<file path="src/rtl/fifo_wr_arbiter.sv">
// Round-robin arbiter that bursts up to BURST_MAX beats from one requester
// at a time into a downstream FIFO, stalling on fifo_full.
module fifo_wr_arbiter #(
    parameter int DWIDTH    = 8,
    parameter int NREQ      = 4,
    parameter int BURST_MAX = 4
) (
    input  logic                      clk,
    input  logic                      rst,
    input  logic [NREQ-1:0]           req_valid,
    input  logic [NREQ*DWIDTH-1:0]    req_data,
    output logic [NREQ-1:0]           req_ready,
    input  logic                      fifo_full,
    output logic                      fifo_wr,
    output logic [DWIDTH-1:0]         fifo_wdata,
    output logic [$clog2(NREQ)-1:0]   fifo_wtag,
    output logic                      busy
);

    localparam int TW = $clog2(NREQ);

    typedef enum logic {ARB, GRANT} state_t;

    state_t          r_state;
    logic [TW-1:0]   r_grant_id;
    logic [TW-1:0]   r_last_id;
    logic [3:0]      r_beat_cnt;

    state_t          w_state_nxt;
    logic [TW-1:0]   w_grant_nxt;
    logic [TW-1:0]   w_last_nxt;
    logic [3:0]      w_cnt_nxt;
    logic [3:0]      w_cnt_inc;
    logic [TW-1:0]   w_pick;
    logic [TW-1:0]   w_idx;
    logic            w_found;
    logic            w_gvalid;
    logic            w_xfer;
    logic [DWIDTH-1:0] w_gdata;

    assign w_gvalid  = req_valid[r_grant_id];
    assign w_xfer    = (r_state == GRANT) && w_gvalid && !fifo_full;
    assign w_gdata   = req_data[int'(r_grant_id) * DWIDTH +: DWIDTH];
    assign w_cnt_inc = r_beat_cnt + 4'd1;

    // Scan starts just past the last winner; k == NREQ wraps back onto last_id itself.
    always_comb begin
        w_pick  = r_last_id;
        w_idx   = r_last_id;
        w_found = 1'b0;
        for (int unsigned k = 1; k <= NREQ; k++) begin
            w_idx = r_last_id + TW'(k);
            if (!w_found && req_valid[w_idx]) begin
                w_pick  = w_idx;
                w_found = 1'b1;
            end
        end
    end

    always_ff @(posedge clk) begin
        if (rst) begin
            r_state    <= ARB;
            r_grant_id <= '0;
            r_last_id  <= TW'(NREQ - 1);
            r_beat_cnt <= '0;
        end else begin
            r_state    <= w_state_nxt;
            r_grant_id <= w_grant_nxt;
            r_last_id  <= w_last_nxt;
            r_beat_cnt <= w_cnt_nxt;
        end
    end

    always_comb begin
        w_state_nxt = r_state;
        w_grant_nxt = r_grant_id;
        w_last_nxt  = r_last_id;
        w_cnt_nxt   = r_beat_cnt;
        case (r_state)
            ARB: begin
                if (|req_valid) begin
                    w_state_nxt = GRANT;
                    w_grant_nxt = w_pick;
                    w_cnt_nxt   = '0;
                end
            end
            GRANT: begin
                if (!w_gvalid) begin
                    w_state_nxt = ARB;
                    w_last_nxt  = r_grant_id;
                end else if (w_xfer) begin
                    w_cnt_nxt = w_cnt_inc;
                    if (w_cnt_inc == 4'(BURST_MAX)) begin
                        w_state_nxt = ARB;
                        w_last_nxt  = r_grant_id;
                    end
                end
            end
            default: w_state_nxt = ARB;
        endcase
    end

    always_comb begin
        req_ready  = '0;
        fifo_wr    = 1'b0;
        fifo_wdata = '0;
        fifo_wtag  = '0;
        busy       = 1'b0;
        if (r_state == GRANT) begin
            busy                  = 1'b1;
            req_ready[r_grant_id] = !fifo_full;
            fifo_wr               = w_xfer;
            fifo_wdata            = w_gdata;
            fifo_wtag             = r_grant_id;
        end
    end

endmodule

</file>
<file path="config.mk">
export PLATFORM = sky130hd
export DESIGN_NAME = fifo_wr_arbiter
export DESIGN_NICKNAME = d
export VERILOG_FILES = /design/src/rtl/fifo_wr_arbiter.sv
export SDC_FILE = /design/constraint.sdc
export NUM_CORES = 1
export LEC_CHECK = 0
export BUFFER_PORTS_ARGS = -buffer_cell sky130_fd_sc_hd__buf_4
export CAP_MARGIN = 20
export CELL_PAD_IN_SITES_DETAIL_PLACEMENT = 2
export CELL_PAD_IN_SITES_GLOBAL_PLACEMENT = 2
export CORE_UTILIZATION = 22
export DETAILED_ROUTE_END_ITERATION = 7
export GPL_TIMING_DRIVEN = 0
export PLACE_DENSITY_LB_ADDON = 0.1
export SLEW_MARGIN = 15
export SYNTH_ARGS = -nofsm -noshare
export SYNTH_HDL_FRONTEND = slang
export SYNTH_SLANG_ARGS = --single-unit
</file>
<file path="constraint.sdc">
create_clock -name clk -period 2.2 [get_ports clk]
set_input_delay 0.44 -clock clk [delete_from_list [all_inputs] [get_ports clk]]
set_output_delay 0.44 -clock clk [all_outputs]
set_load 0.03 [all_outputs]
</file>
Yosys cells after proc, flatten, opt, wreduce, memory -nomap -nowiden
Cells that the tools add are included.
- input port bits: 39
- logic and storage cells: 73
- output and inout bits: 16
- register bits after elaboration: 9
- shift operators: 1
- equality and inequality tests: 6
- bitwise gates (word level): 2
- $add $sub $neg: 4
- order comparisons: 6
- multiplexer cells: 36
- reduce and logical (&&, ||, !) cells: 14
- operators with widths (kind ; number):
    32-bit by 6-bit indexed part select with 8-bit output ; 1
    2-bit two-way mux ; 8
    4-bit two-way mux ; 4
    2-bit by 3-bit < comparator with 1-bit output, second input constant ; 5
    1-bit two-way mux ; 15
    1-bit binary-select mux with 2-bit select ; 5
    8-bit two-way mux ; 1
    2-bit by 1-bit inequality test with 1-bit output, second input constant ; 4
    4-bit one-hot mux with 2 select lines ; 1
    1-bit logical AND ; 6
    3-bit AND reduction ; 2
    2-bit adder, second input constant ; 2
    4-bit by 1-bit adder with 4-bit output, second input constant ; 1
    4-bit bitwise AND ; 1
    4-bit by 3-bit equality test with 1-bit output, second input constant ; 1
    1-bit logical NOT ; 4
    4-bit OR reduction ; 1
    2-bit by 1-bit adder with 2-bit output, second input constant ; 1
    1-bit demux with 2-bit select ; 1
    2-bit by 1-bit greater-or-equal comparator with 1-bit output, second input constant ; 1
    2-bit inequality test, second input constant ; 1
    1-bit one-hot mux with 2 select lines ; 1
    2-bit AND reduction ; 1
    1-bit NOT ; 1

Longest topological paths before layout
- depth in word-level cells: 13
- gate-level depth with buffers: 7
- depth with buffers taken out: 6

Least setup slack after synthesis
Ideal clock, no wire load.
- kind: reg2out
- start: register r_state
- end: output req_ready[0]
- data arrival time: 1.623 ns
- cell stages (with the launch flop): 3
- setup slack: 0.137 ns
- path through: dfxtp_1 -> inv_1 -> nor4_1
- longest elaborated chain between the ends: 1
- ends and longest elaborated chain (item ; line ; source):
    from (decl) ; 24 ; state_t r_state;
    from (signal assigned) ; 67 ; r_state <= w_state_nxt;
    4-bit two-way mux ; 109 ; if (r_state == GRANT) begin
    to (decl) ; 12 ; output logic [NREQ-1:0] req_ready,
No other way between the ends.

Worst setup path in the final report
- start: register r_grant_id[0]
- end: output fifo_wdata[3]
- longest elaborated chain between the ends: 2
- ends and longest elaborated chain (item ; line ; source):
    from (decl) ; 25 ; logic [TW-1:0] r_grant_id;
    from (signal assigned) ; 68 ; r_grant_id <= w_grant_nxt;
    32-bit by 6-bit indexed part select with 8-bit output ; 43 ; assign w_gdata = req_data[int'(r_grant_id) * DWIDTH +: DWIDTH];
    8-bit two-way mux ; 109 ;
    to (decl) ; 15 ; output logic [DWIDTH-1:0] fifo_wdata,
No other way between the ends.

==> results.toml <==
[clock_network]
postCtsSetupRepairBufs = 0
clockBufferDepth = 2
numCtsBuffers = 3
cts_tree = "done"
cts.clk_slew.worst_paths_ns = 0.05
htree_levels = 1
clkLatencyLatePin_ns = 0.24
cts-root-buf = "clkbuf_8"
clkSinkCount = 9

[global_routing]
antenna_found_initial = 0
grt_util_all_layers_pct = 15.50
grt_max_degree = 11
first_global_vias = 1091
grt_first_pass_wirelength_um = 5147
grt_overflow = 0

[setup_path]
crit_family = "multiplexers"
worstPathMaxFanout = 10
critical_path_required_ns = 1.76
cp-end-kind = "primary output"
rr_startpoint = "r_grant_id[1]$_SDFFE_PP0P_"
crit_start = "r_grant_id[0]$_SDFFE_PP0P_"
r2r_setup_slack_ns = 0.55
r2r-end = "r_last_id[1]$_SDFFE_PP1P_"
crit_arrival_ns = 1.66
cp-start-kind = "flop"
slowest_delay_ns = 0.49
worst-path-buf-inv = 3
slowest_stage = "mux4_2"
r2r_cells = 6
path_class = "reg2out"
path_cells = "buf_6 > buf_12 > mux4_2 > and2_1 > buf_4"

[yosys]
synth_area_leader_cell = "dfxtp_1"
synth.distinct_cells = 37
synth-seq-cells = 9
synth_edf_count = 0
synth.most_common_cell = "nor2_1"
syn_avg_cell_area_um2 = 8.937
postSynthCellCount = 98
async_reset_ff_share_pct = 0
synthesis.area_um2 = 875.8
syn_nets = 139
synth_top_area_share_pct = 20.57
synth_area_leaders = "dfxtp_1 (21%), mux4_2 (18%), and2_1 (7.9%), mux4_1 (6.0%), nor2_1 (5.1%)"
synth_flop_cell = "dfxtp_1"
ys_seq_area_share_pct = 20.57
yosysWarnings = 0
synthTopCellsByCount = "nor2_1 (12), and2_1 (11), dfxtp_1 (9), a21oi_1 (7), mux4_2 (7)"

[detailed_routing]
wirelength_um = 3008
viasPerCell = 4.961
dr.pass1.iters = 2
routedWlPerCell_um = 14.75
drc_errors = 0
vias = 1012
ant_nets = 0
drtIter0Drc = 17

[placement]
portBuffers = 54
dp_hpwl_um = 2544
routabilityCongestion = 0.7016

[sta]
rsz0062_at_grt = "no"
worst_pin_slew_ns = 0.4768
setup_tns_ns = 0
min_period_ns = 2.104
fin_crit_sh_pct = 95.64
clock.fmax_mhz = 475.3
setup_viol = 0
maxSlewViolCount = 0
slew_headroom_pct = 67.79
finClkSkew_ns = 0.001945
final_hold_viol_count = 0

[finish]
layout.nets = 198
insertedDiodeCount = 0
syn_to_final_growth_pct = 60.86
fin_util_pct = 37.63
drive_gt1_share_pct = 47.44

[floorplan]
die_area_mm2 = 0.004237
start_util_pct = 23.40
die_w_um = 65.10
core_mm2 = 0.003744
row_count = 22
die_height_um = 65.10
boundaryPins = 55

[pwr]
peakVddDrop_mv = 0.2675
p_per_area_mw_per_mm2 = 528.3
p_leak_nw = 0.6558

[status]
status = "finished clean"

[hold_path]
hold_path_depth = 2
worstHoldEndpoint = "r_grant_id[1]$_SDFFE_PP0P_"
hp-start = "rst"
min_path_type = "in2reg"

[run]
maxCapViolCount = 0
==> cell families (layout without fill, tap and decap cells) <==
logic type               count (synthesis)  after routing  synth area share [%]
multiplexers                            10             10                 25.14
flip-flops                               9              9                 20.57
XOR/XNOR                                 2              2                 2.000
AND/OR/NAND/NOR                         41             41                 26.57
buffers and inverters                   14             72                 7.429
adder cells (fa/ha/maj)                  2              2                 2.857
AO/OA/AOI/OAI                           20             20                 15.43
==> cell usage in the layout, fill, tap and decap left out, types with 2 or more instances in the layout <==
master    synthesis  final
nor4_1            3      3
nand3b_1          2      2
buf_4             0     54
mux4_1            2      2
clkbuf_8          0      3
nor3_1            2      2
ha_1              2      2
and2_1           11     11
inv_1             5      5
nand2_1           2      2
clkbuf_1          5      5
xor2_1            2      2
buf_6             1      2
mux4_2            7      7
nand3_1           2      2
nor2_1           12     12
o22ai_1           3      3
a21oi_1           7      7
dfxtp_1           9      9
==> what timing repair did <==
action	CTS	global route
hold buffers	0	0
gates resized for setup	4	3
endpoints found under the setup margin	3	3
hold endpoints to repair	0	0
==> worst max-delay path by stage <==
| stage | slack, ns | endpoint | depth (start not counted) |
|---|---|---|---|
| after floorplan | 0.14 | req_ready[0] | 2 |
| after global placement | 0.11 | fifo_wdata[1] | 5 |
| after detailed placement | 0.1 | fifo_wdata[3] | 5 |
| after CTS | 0.03 | fifo_wdata[3] | 5 |
| after global routing | 0.01 | fifo_wdata[3] | 5 |
| final | 0.1 | fifo_wdata[3] | 5 |
==> power breakdown <==
part           leakage (nW)  total [mW]  internal [mW]  switching [mW]
clock                0.0228       0.199          0.127          0.0724
sequential           0.0737       0.183          0.176         0.00687
combinational         0.559       0.362          0.180           0.182
total                 0.656       0.744          0.483           0.261
==> registers in the layout (all words and copies together) (netlist names) <==
signal / flops
r_last_id: 2
r_beat_cnt: 4
r_state: 1
r_grant_id: 2
==> per-layer routing <==
layer,vias to the layer above,part of all wire [%],track usage [%]
met5,-,0,0
met4,0,0.47,3.261
met3,4,8.3,3.472
met2,44,44,25.65
met1,482,47,20.55
li1,482,-,-
==> layout make-up <==
cell class / count / area, um^2
multi-input cells: 75 / 630.6
flip-flops and latches: 9 / 180.2
inverters: 6 / 25.02
fillers: 442 / 2335
well taps: 48 / 60.06
repair buffers: 54 / 405.4
clock buffers: 4 / 45.04
plain buffers: 8 / 62.56
==> stage by stage <==
stage	hold WS [ns]	std cells	total power, mW	instance area [um^2]	worst slack, ns
after floorplan	0.4781	98	0.4050	875.8	0.1375
after detailed placement	0.5120	200	0.5417	1341	0.09782
after global placement	0.4997	200	0.5314	1341	0.1064
after global routing	0.4322	204	0.7980	1409	0.009663
final	0.4236	204	0.7443	1409	0.09584
after CTS	0.4226	204	0.7506	1396	0.02613
(Power assumes the default switching activity.)
